File: config.mk
export PLATFORM = sky130hd
export DESIGN_NAME = commit_trace_tx
export DESIGN_NICKNAME = d
export VERILOG_FILES = /design/src/rtl/commit_trace_tx.sv
export SDC_FILE = /design/constraint.sdc
export NUM_CORES = 1
export LEC_CHECK = 0
export CORE_MARGIN = 2
export CORE_UTILIZATION = 41
export CTS_CLUSTER_DIAMETER = 40
export DETAILED_ROUTE_END_ITERATION = 7
export GPL_TIMING_DRIVEN = 0
export PLACE_DENSITY = 0.71
export SLEW_MARGIN = 10
export SYNTH_ARGS = -nofsm -noshare
export SYNTH_HDL_FRONTEND = slang
export SYNTH_SLANG_ARGS = --single-unit
export TNS_END_PERCENT = 30
File: constraint.sdc
create_clock -name clk -period 8.55 [get_ports clk]
set_input_delay 1.71 -clock clk [delete_from_list [all_inputs] [get_ports clk]]
set_output_delay 1.71 -clock clk [all_outputs]
set_load 0.01 [all_outputs]
File: src/rtl/commit_trace_tx.sv
`timescale 1ns/1ps
`default_nettype none
// +--------------------------------------------------------------------------+
// | commit_trace_tx: buffers writeback commits and streams 10-byte packets    |
// | Revision: 1.0                                                            |
// +--------------------------------------------------------------------------+
module commit_trace_tx #(
  parameter int DEPTH = 8
) (
  input  logic                     clk,
  input  logic                     rst,
  input  logic                     commit_valid,
  input  logic [31:0]              commit_pc,
  input  logic [4:0]               commit_rd,
  input  logic [31:0]              commit_data,
  input  logic                     commit_we,
  output logic [7:0]               tx_data,
  output logic                     tx_valid,
  input  logic                     tx_ready,
  output logic                     overflow,
  output logic [7:0]               drop_count,
  output logic [$clog2(DEPTH):0]   fifo_level
);

  localparam int            AW      = $clog2(DEPTH);
  localparam logic [AW:0]   C_FULL  = (AW+1)'(DEPTH);
  localparam logic [7:0]    C_SYNC  = 8'hA5;
  localparam logic [3:0]    C_LAST  = 4'd9;

  typedef enum logic [0:0] {
    S_IDLE = 1'b0,
    S_SEND = 1'b1
  } state_t;

  // Entry layout {we, rd, pc, data}.
  logic [69:0]   mem_q [DEPTH];
  logic [AW-1:0] wr_ptr_q, wr_ptr_d;
  logic [AW-1:0] rd_ptr_q, rd_ptr_d;
  logic [AW:0]   level_q, level_d;
  logic          overflow_q, overflow_d;
  logic [7:0]    drop_q, drop_d;

  state_t        state_q;
  logic [3:0]    idx_q;
  logic [71:0]   shift_q;
  logic [7:0]    tx_data_q;
  logic          tx_valid_q;

  logic          w_hs;
  logic          w_last;
  logic          w_empty;
  logic          w_full;
  logic          w_pop;
  logic          w_push;
  logic          w_drop;
  logic [69:0]   w_head;
  logic [71:0]   w_head_bytes;

  always_comb begin
    w_hs    = tx_valid_q & tx_ready;
    w_last  = (idx_q == C_LAST);
    w_empty = (level_q == '0);
    w_full  = (level_q == C_FULL);
    // Pop when idle, or on the edge that retires the final byte of a packet.
    w_pop   = !w_empty &&
              ((state_q == S_IDLE) || ((state_q == S_SEND) && w_hs && w_last));
    w_push  = commit_valid && (!w_full || w_pop);
    w_drop  = commit_valid && !w_push;

    w_head       = mem_q[rd_ptr_q];
    // Bytes 1..9 of the packet, byte 1 in the low octet; byte 0 is the sync.
    w_head_bytes = {w_head[31:0], w_head[63:32], w_head[69], 2'b00, w_head[68:64]};
  end

  always_comb begin
    wr_ptr_d   = w_push ? wr_ptr_q + 1'b1 : wr_ptr_q;
    rd_ptr_d   = w_pop  ? rd_ptr_q + 1'b1 : rd_ptr_q;
    level_d    = level_q;
    case ({w_push, w_pop})
      2'b10:   level_d = level_q + 1'b1;
      2'b01:   level_d = level_q - 1'b1;
      default: level_d = level_q;
    endcase
    overflow_d = overflow_q | w_drop;
    drop_d     = (w_drop && (drop_q != 8'hFF)) ? drop_q + 8'd1 : drop_q;
  end

  always_ff @(posedge clk) begin
    if (w_push) begin
      mem_q[wr_ptr_q] <= {commit_we, commit_rd, commit_pc, commit_data};
    end
  end

  always_ff @(posedge clk or posedge rst) begin
    if (rst) begin
      wr_ptr_q   <= '0;
      rd_ptr_q   <= '0;
      level_q    <= '0;
      overflow_q <= 1'b0;
      drop_q     <= 8'h00;
    end else begin
      wr_ptr_q   <= wr_ptr_d;
      rd_ptr_q   <= rd_ptr_d;
      level_q    <= level_d;
      overflow_q <= overflow_d;
      drop_q     <= drop_d;
    end
  end

  always_ff @(posedge clk or posedge rst) begin
    if (rst) begin
      state_q    <= S_IDLE;
      idx_q      <= 4'd0;
      shift_q    <= '0;
      tx_data_q  <= 8'h00;
      tx_valid_q <= 1'b0;
    end else begin
      case (state_q)
        S_IDLE: begin
          if (w_pop) begin
            state_q    <= S_SEND;
            idx_q      <= 4'd0;
            shift_q    <= w_head_bytes;
            tx_data_q  <= C_SYNC;
            tx_valid_q <= 1'b1;
          end
        end
        S_SEND: begin
          if (w_hs) begin
            if (!w_last) begin
              idx_q     <= idx_q + 4'd1;
              tx_data_q <= shift_q[7:0];
              shift_q   <= {8'h00, shift_q[71:8]};
            end else if (w_pop) begin
              idx_q     <= 4'd0;
              shift_q   <= w_head_bytes;
              tx_data_q <= C_SYNC;
            end else begin
              state_q    <= S_IDLE;
              idx_q      <= 4'd0;
              tx_valid_q <= 1'b0;
            end
          end
        end
        default: begin
          state_q    <= S_IDLE;
          tx_valid_q <= 1'b0;
        end
      endcase
    end
  end

  assign tx_data    = tx_data_q;
  assign tx_valid   = tx_valid_q;
  assign overflow   = overflow_q;
  assign drop_count = drop_q;
  assign fifo_level = level_q;

endmodule
`default_nettype wire
==> results.yml <==
route:
  drcViolationCount: 0
  vias: 12800
  viasPerCell: 5.56
  dr.pass1.iters: 5
  totalWireLength_um: 55500
  routed.top_layer: "met5"
  drt-wirelength-per-cell_um: 24.1
  met1Wirelength_um: 22400
  wl_met2_um: 27600
  drt_iter0_drc: 1329
  drtAntennaViolNets: 0
  wl_met3_um: 4070
worst_setup_path:
  end_kind: "flop"
  reg2reg_slack_ns: 4.95
  crit_required_ns: 8.85
  path_class: "in -> reg"
  arrival_ns: 4.82
  crit_fanout: 9
  startpoint_type: "input pin"
placed_design:
  port_buffers: 95
  dp_slack_ns: 3.39
  dp_cells: 2145
  routabilityCongestion: 0.841
  detailedPlacementHpwl_um: 36500
grt:
  grt_max_degree: 70
  grt_pass1_vias: 13300
  grt_pass1_wl_um: 83800
  grt_usage_pct: 17.9
  grt_overflow: 0
  antenna_found_initial: 6
die:
  core_area_mm2: 0.0606
  die_w_um: 252
  dieArea_mm2: 0.0635
  num_rows: 90
  initial_core_util_pct: 41.6
  ios: 96
  dieHeight_um: 252
clock_tree:
  clock_sinks: 665
  cts_tree: "yes"
  insertion_delay_ns: 0.62
  clk_pin_slew_worst_paths_ns: 0.06
  cts-resized-gates: 0
  cts_setup_buffers: 0
  cts_buffers: 86
  root_buffer: "clkbuf_16"
  ctsHoldBuffers: 0
  htreeDepth: 3
  clockBufferDepth: 3
power:
  power_frac_seq_pct: 48.3
  pwr-share-comb_pct: 9.4
  p_sw_share_pct: 23.9
  p_int_uw: 6400
  power_per_cell_area_mw_per_mm2: 273
  leakage_uw: 0.00982
  p_sw_uw: 2010
  p_clk_share_pct: 42.4
  ir_drop_v: 0.000134
min_path:
  hp-class: "reg -> reg"
synthesis:
  syn_area_mm2: 0.0252
  yosys-top-cells-area: "edfxtp_1 (67%), mux4_2 (13%), dfrtp_1 (10%), mux2i_1 (2.8%), o22ai_1 (1.6%)"
  synth_warnings: 0
  async_flop_share_pct: 15.8
  yosys.area.top_type: "edfxtp_1"
  synth_edf_count: 560
  synth_ff_type: "edfxtp_1"
  synthCells: 1212
  syn_avg_cell_area_um2: 20.8
  ys_seq_area_share_pct: 77.1
  yosys-top-cells-count: "edfxtp_1 (560), mux4_2 (140), dfrtp_1 (105)"
  ys_ff_latch: 665
  yosysTopAreaCellShare_pct: 66.7
  synth.most_common_cell: "edfxtp_1"
  synthDistinctLibCells: 44
  synth.net_count: 1294
flow_run:
  maxCapViolCount: 0
sta:
  postLayoutSetupSlackWorst_ns: 4.04
  fmax_mhz: 222
  hold_viol: 0
  relSlewSlack_pct: 40.0
  setup_viol: 0
  worst_slew_pin_slew_ns: 0.899
  min_period_ns: 4.51
  finalCritPeriodShare_pct: 52.8
  fin_skew_ns: 0.0211
  grt_setup_unrepaired: "no"
  drv_slew: 0
finish:
  final-instance-count-excl-fill: 2304
  nets: 1533
  drive_gt1_share_pct: 25.4
  areaGrowthSynthToFinish_pct: 22.1
  nFillCells: 4679
  multiInputGateArea_mm2: 0.00550
  seq_area_mm2: 0.0194
run_status:
  status: "finished clean"
placed cells by master (no fill, tap or decap), drive strengths merged, types with 3 or more instances in the layout:
master	count
a22o	6
o22ai	63
mux4	140
o22a	4
a21oi	69
nand4	3
nand3	9
mux2i	70
and3	4
clkbuf	121
ha	7
nand2	35
clkinvlp	12
bufinv	7
clkdlybuf4s50	95
edfxtp	560
nor3	6
o21ai	17
nor2	7
xnor2	11
buf	93
nand2b	3
clkinv	25
dfrtp	105
inv	28
stage by stage:
step	power, uW	hold WS, ns	TNS [ns]	area (um2)	util, %
floorplan	4490	0.451	0	25200	-
global placement	4840	0.459	-1791.98	27200	44.8
detailed placement	4920	0.479	0	27900	46.1
CTS	8490	0.491	0	30800	50.8
global route	8710	0.515	0	30800	50.8
finish	8410	0.489	0	30800	50.8
power groups by stage:
stage               clock, uW  sequential (uW)  combinational (uW)
floorplan                   0             4150                 342
global placement            0             4220                 624
detailed placement          0             4120                 798
CTS                      3620             4060                 803
global route             3770             4090                 848
finish                   3560             4060                 789
flip-flops by register name (all words and copies together), names as in the netlist:
signal and cells:
idx_q 4, fifo_level 4, drop_count 8, mem_q 560
wr_ptr_q 3, rd_ptr_q 3, overflow 1, shift_q 72
tx_valid 1, state_q 1, tx_data 8
critical path: stages:
cell,delay (ns)
clkdlybuf4s50_1,0.51
nand2_1,0.22
o21ai_2,0.44
o21ai_1,0.34
nor3_2,0.49
buf_6,0.23
buf_4,0.22
buf_4,0.24
buf_6,0.18
buf_4,0.21
layer usage:
layer,global-route usage [%],up-vias
li1,-,5532
met1,23.3,6670
met2,29.6,501
met3,4.77,105
met4,5.33,10
met5,0,-
cells by family after synthesis:
kind of cell / after synthesis / synth area share (%)
XOR/XNOR: 13 / 0.451
multiplexers: 211 / 15.3
adder cells (fa/ha/maj): 8 / 0.427
flip-flops: 665 / 77.1
AND/OR/NAND/NOR: 74 / 1.36
buffers and inverters: 72 / 1.34
AO/OA/AOI/OAI: 169 / 4.01
final cells by class:
class / count / area share, %
multi-input cells: 475 / 17.9
plain buffers: 65 / 1.02
diodes: 1 / 0.00812
repair buffers: 151 / 5.36
well taps: 782 / 3.18
clock buffers: 93 / 7.21
flip-flops and latches: 665 / 63.1
clock inverters: 65 / 2.16
inverters: 7 / 0.0934
worst paths after layout:
| path | cells after the start | to | start |
|---|---|---|---|
| min in group asynchronous | 2 | tx_data[5] | rst |
| setup / recovery | 10 | mem_q[2][56] | tx_ready |
| hold reg to reg | 2 | shift_q[69] | shift_q[69] |
| max in group asynchronous | 3 | shift_q[44] | rst |
| setup reg to reg | 11 | mem_q[2][56] | idx_q[1] |
| hold / removal | 2 | shift_q[69] | shift_q[69] |
(Power assumes the default switching activity.)
